`src/rtl/vt52_video_colorizer.sv`:
```
// VT52 video output stage: monochrome level -> tinted 8-bit RGB with a 2-stage
// ce_pix pipeline, frame-aligned tint/invert shadowing, visual-bell flash and a breathing LED.
module vt52_video_colorizer #(
  parameter int IN_W         = 1,
  parameter int FLASH_FRAMES = 4,
  parameter int LED_CNT_W    = 27
) (
  input  logic            clk,
  input  logic            reset_n,
  input  logic            ce_pix,
  input  logic [IN_W-1:0] video_in,
  input  logic            hsync_in,
  input  logic            vsync_in,
  input  logic            hblank_in,
  input  logic            vblank_in,
  input  logic [2:0]      tint,
  input  logic            invert,
  input  logic            flash_req,
  output logic [7:0]      vga_r,
  output logic [7:0]      vga_g,
  output logic [7:0]      vga_b,
  output logic            vga_hs,
  output logic            vga_vs,
  output logic            vga_de,
  output logic            flash_busy,
  output logic [7:0]      frame_cnt,
  output logic            led
);

  localparam logic [2:0] TINT_WHITE = 3'd0;
  localparam logic [2:0] TINT_RED   = 3'd1;
  localparam logic [2:0] TINT_GREEN = 3'd2;
  localparam logic [2:0] TINT_BLUE  = 3'd3;
  localparam logic [2:0] TINT_AMBER = 3'd4;
  localparam logic [7:0] FLASH_LOAD = 8'(FLASH_FRAMES);

  logic                 vs_prev;
  logic                 vs_rise;
  logic [2:0]           tint_act;
  logic                 inv_act;
  logic                 flash_pend;
  logic [7:0]           flash_cnt;
  logic                 flash_active;
  logic                 inv_eff;
  logic [7:0]           l8;
  logic [7:0]           lvl1;
  logic                 hs1;
  logic                 vs1;
  logic                 de1;
  logic                 de_in;
  logic [7:0]           amber_g;
  logic [7:0]           r_nx;
  logic [7:0]           g_nx;
  logic [7:0]           b_nx;
  logic [LED_CNT_W-1:0] led_cnt;
  logic [7:0]           led_d;
  logic [7:0]           led_p;
  logic                 breathe;

  // Edge detection runs on the pixel-enable so sync is seen at pixel rate only.
  assign vs_rise      = ce_pix & vsync_in & ~vs_prev;
  assign flash_active = (flash_cnt != 8'd0);
  assign inv_eff      = inv_act ^ flash_active;
  assign flash_busy   = flash_pend | flash_active;
  assign de_in        = ~(hblank_in | vblank_in);

  always_ff @(posedge clk or negedge reset_n) begin
    if (!reset_n) begin
      vs_prev   <= 1'b0;
      tint_act  <= TINT_WHITE;
      inv_act   <= 1'b0;
      frame_cnt <= 8'd0;
    end else begin
      if (ce_pix) begin
        vs_prev <= vsync_in;
      end
      if (vs_rise) begin
        tint_act  <= tint;
        inv_act   <= invert;
        frame_cnt <= frame_cnt + 8'd1;
      end
    end
  end

  // A request landing on the same edge as vs_rise reloads immediately.
  always_ff @(posedge clk or negedge reset_n) begin
    if (!reset_n) begin
      flash_pend <= 1'b0;
      flash_cnt  <= 8'd0;
    end else if (vs_rise && (flash_pend || flash_req)) begin
      flash_cnt  <= FLASH_LOAD;
      flash_pend <= 1'b0;
    end else begin
      if (vs_rise && flash_active) begin
        flash_cnt <= flash_cnt - 8'd1;
      end
      if (flash_req) begin
        flash_pend <= 1'b1;
      end
    end
  end

  // MSB-first replication of the input level into 8 bits.
  always_comb begin
    l8 = 8'd0;
    for (int i = 0; i < 8; i++) begin
      l8[7-i] = video_in[IN_W-1-(i%IN_W)];
    end
  end

  always_ff @(posedge clk or negedge reset_n) begin
    if (!reset_n) begin
      lvl1 <= 8'd0;
      hs1  <= 1'b0;
      vs1  <= 1'b0;
      de1  <= 1'b0;
    end else if (ce_pix) begin
      lvl1 <= l8 ^ {8{inv_eff}};
      hs1  <= hsync_in;
      vs1  <= vsync_in;
      de1  <= de_in;
    end
  end

  assign amber_g = lvl1 - {2'b00, lvl1[7:2]};

  always_comb begin
    r_nx = 8'd0;
    g_nx = 8'd0;
    b_nx = 8'd0;
    if (de1) begin
      case (tint_act)
        TINT_RED:   r_nx = lvl1;
        TINT_GREEN: g_nx = lvl1;
        TINT_BLUE:  b_nx = lvl1;
        TINT_AMBER: begin
          r_nx = lvl1;
          g_nx = amber_g;
        end
        default: begin
          r_nx = lvl1;
          g_nx = lvl1;
          b_nx = lvl1;
        end
      endcase
    end
  end

  always_ff @(posedge clk or negedge reset_n) begin
    if (!reset_n) begin
      vga_r  <= 8'd0;
      vga_g  <= 8'd0;
      vga_b  <= 8'd0;
      vga_hs <= 1'b0;
      vga_vs <= 1'b0;
      vga_de <= 1'b0;
    end else if (ce_pix) begin
      vga_r  <= r_nx;
      vga_g  <= g_nx;
      vga_b  <= b_nx;
      vga_hs <= hs1;
      vga_vs <= vs1;
      vga_de <= de1;
    end
  end

  // Breathing: the duty ramp D is compared to a fast PWM phase P; the top bit
  // flips the comparison so brightness rises then falls.
  assign led_d   = led_cnt[LED_CNT_W-2 -: 8];
  assign led_p   = led_cnt[7:0];
  assign breathe = led_cnt[LED_CNT_W-1] ? (led_d > led_p) : (led_d <= led_p);

  always_ff @(posedge clk or negedge reset_n) begin
    if (!reset_n) begin
      led_cnt <= '0;
      led     <= 1'b0;
    end else begin
      led_cnt <= led_cnt + 1'b1;
      led     <= flash_busy | breathe;
    end
  end

endmodule

```
`config.mk`:
```
export PLATFORM = sky130hd
export DESIGN_NAME = vt52_video_colorizer
export DESIGN_NICKNAME = d
export VERILOG_FILES = /design/src/rtl/vt52_video_colorizer.sv
export SDC_FILE = /design/constraint.sdc
export NUM_CORES = 1
export LEC_CHECK = 0
export CAP_MARGIN = 20
export CORE_ASPECT_RATIO = 1.1
export CORE_UTILIZATION = 45
export DETAILED_ROUTE_END_ITERATION = 8
export HOLD_SLACK_MARGIN = 0.1
export PLACE_DENSITY = 0.68
export SLEW_MARGIN = 40
export SYNTH_ARGS = -nofsm -noshare
export SYNTH_HDL_FRONTEND = slang
export SYNTH_SLANG_ARGS = --single-unit
```
`constraint.sdc`:
```
create_clock -name clk -period 3.31 [get_ports clk]
set_input_delay 0.993 -clock clk [delete_from_list [all_inputs] [get_ports clk]]
set_output_delay 0.993 -clock clk [all_outputs]
set_load 0.02 [all_outputs]
```
==> run metrics <==
largest net degree at the start of global routing 61; final hold vios 0; share of synthesized registers carrying an async set or reset 1.00; top cells by area, synth dfrtp_1 (51%), xnor2_1 (8.6%), buf_4 (5.1%); Critical Path Start Type flip-flop; clock transition at the registers of the reported paths about 0.070 ns; final setup skew between 0.007 and 0.008 ns; CTS tree yes; RSZ-0062 raised after global routing false; Crit Path Max Fanout 4; cell family with most CP delay simple AND/OR/NAND/NOR gates; Post-synth top cells dfrtp_1 (60), nand2_1 (30), xnor2_1 (29); clk buf depth 2; Slew Limit Fails 0; initial antenna violation count 0; Worst Path Required 2.32 ns; Slew HR 0.600; syn nets 311; worst-path cell chain or4_4, or4b_4, or2_4, buf_2; DRC Markers 0; max incr delay on CP 0.53 ns; Setup Viol. Count Final 0; die area between 6000 and 7000 um2; number of global-route vias before repair 2093; CP arrival 2.22 ns; chip width ~79 um; Tcrit/Tclk final 0.969; crit path kind flip-flop to output port; sum of buffers and inverters on the critical path 1; Starting DRT DRC Count 136; Yosys reg bits 60; yosys warns 0; cell with the most instances after synthesis dfrtp_1; setup bufs post-CTS 0; TNS Setup 0 ns; Hold Crit Class flip-flop to flip-flop; Max Cap Violations 0; pwr/cell area 544 nW/um2; H-Tree Depth 3; largest area contributor in the netlist dfrtp_1; Hold Path Origin led_cnt[14]; row cnt 30; Post-synth EDFFs 0; Fmax 0.312 GHz; sequential area share after synthesis 0.505; peak supply drop about 330 uV; minimum clock period 3.21 ns; worst setup path startpoint flash_cnt[5]; clock latency on the worst-skew pair 0.34 ns; share of cells above drive strength 1 0.119; WL final 5.36 mm; routed vias/inst just over 5; # IOs 50; pre-CTS WS 0.0832 ns; final RePlAce weighted congestion 0.795; Yosys cell types 39; global route total overflow 0; nets@finish approximately 360; non-filler cells, final 415; WL per Instance 12.9 um; vias 2135; total chip power 0.00198 W; Tightest Pin Transition 0.598 ns; CP max stage cell or4_4; CTS Sinks 60; hpwl dp 3.79 mm; count of buffers from port buffering 49; run status complete, no violations; first-pass GRT wire length a little under 10 mm; Placed Instances 399; ys flop type dfrtp_1; GRT Total Usage 0.184; Starting Density 0.474; reg-to-reg startpoint flash_cnt[5]; share of Yosys cell area claimed by the top area cell type 0.505; Pre-antenna DRT Iters 4; Syn-to-layout area delta 22.7%; Netlist Area Pre-Place 2970 um2; CTS root buf clkbuf_8; Num CTS Buffers 9; CP Capture Type output port; average size of a mapped cell roughly 10 um2; core area 6270 um2; # diodes 0; post-route ant nets 0; Die Ht about 87 um; Leak Pwr 1.59 nW; Syn Inst Count roughly 290; PnR worst setup slack between 0.1 and 0.15 ns
[placed cells by master, fill, tap and decap left out, drive strengths merged, types with 3 or more instances in the layout]
master / synthesis / routed
and3: 3 / 3
xor2: 6 / 6
a21oi: 7 / 7
nand3: 24 / 24
buf: 21 / 10
nor3: 7 / 7
nor2: 14 / 14
clkdlybuf4s50: 0 / 47
nand4: 9 / 9
dfrtp: 60 / 60
mux2: 5 / 5
nand2: 30 / 30
or4: 3 / 3
o21ai: 8 / 8
and4: 3 / 3
clkinv: 0 / 3
ha: 12 / 12
inv: 19 / 19
xnor2: 29 / 29
o211ai: 3 / 3
a21o: 3 / 3
clkbuf: 3 / 10
[where the power goes]
part	internal (W)	switching (W)
Combinational	0.000220	0.000227
Sequential	0.000805	0.0000783
Clock	0.000366	0.000287
[area by class of cell]
type | instances | area (um2)
fillers | 532 | 2630
flip-flops and latches | 60 | 1500
multi-input cells | 183 | 1220
repair buffers | 57 | 544
clock buffers | 10 | 138
well taps | 80 | 100
inverters | 19 | 71.3
clock inverters | 6 | 63.8
[logic make-up after synthesis]
group	after synthesis	share of synthesized area
AND/OR/NAND/NOR	101	0.174
flip-flops	60	0.505
buffers and inverters	43	0.0821
XOR/XNOR	35	0.103
AO/OA/AOI/OAI	30	0.0653
adder cells (fa/ha/maj)	12	0.0505
multiplexers	5	0.0190
[stage by stage]
| step | util | instance area (um2) | hold WS (ns) |
|---|---|---|---|
| 6_report | 0.581 | 3640 | 0.476 |
| 5_1_grt | 0.581 | 3640 | 0.497 |
| 4_1_cts | 0.581 | 3640 | 0.477 |
| 3_5_place_dp | 0.549 | 3440 | 0.464 |
| 3_3_place_gp | 0.549 | 3440 | 0.456 |
| 2_1_floorplan | - | 2970 | 0.438 |
[flip-flops by register name, summed over array words and instances (netlist names)]
signal / flops
led: 1
tint_act: 3
flash_cnt: 8
de1: 1
frame_cnt: 8
vga_b: 1
vs1: 1
flash_pend: 1
inv_act: 1
vga_de: 1
vga_vs: 1
vga_g: 2
vga_hs: 1
vga_r: 1
hs1: 1
led_cnt: 27
lvl1: 1
[timing repair]
action / in CTS / in global routing
hold buffers: 0 / 0
gates resized for setup: 4 / 0
endpoints found under the setup margin: 1 / 0
[worst register-to-register path, cell delays in order (launching register included)]
cell,delay [ns]
dfrtp_1,0.41
or4_4,0.53
or4b_4,0.51
buf_4,0.18
nand2_1,0.17
a21oi_1,0.10
o22a_2,0.20
[final timing paths]
path | endpoint | depth (start not counted) | slack (ns)
min in group asynchronous | frame_cnt[4] | 2 | 0.71
hold reg to reg | led_cnt[14] | 1 | 0.48
max in group asynchronous | led_cnt[17] | 2 | 2.21
setup / recovery | flash_busy | 4 | 0.10
setup reg to reg | flash_cnt[2] | 6 | 1.10
hold / removal | led_cnt[14] | 1 | 0.48
[routing by layer]
layer,track usage,share of wire,up-vias
met5,0,0,-
met4,0.0711,0.012,0
met3,0.0618,0.065,8
met2,0.285,0.47,66
met1,0.236,0.45,1010
li1,-,-,1051
Note: power is estimated with default switching activity, not from simulation.
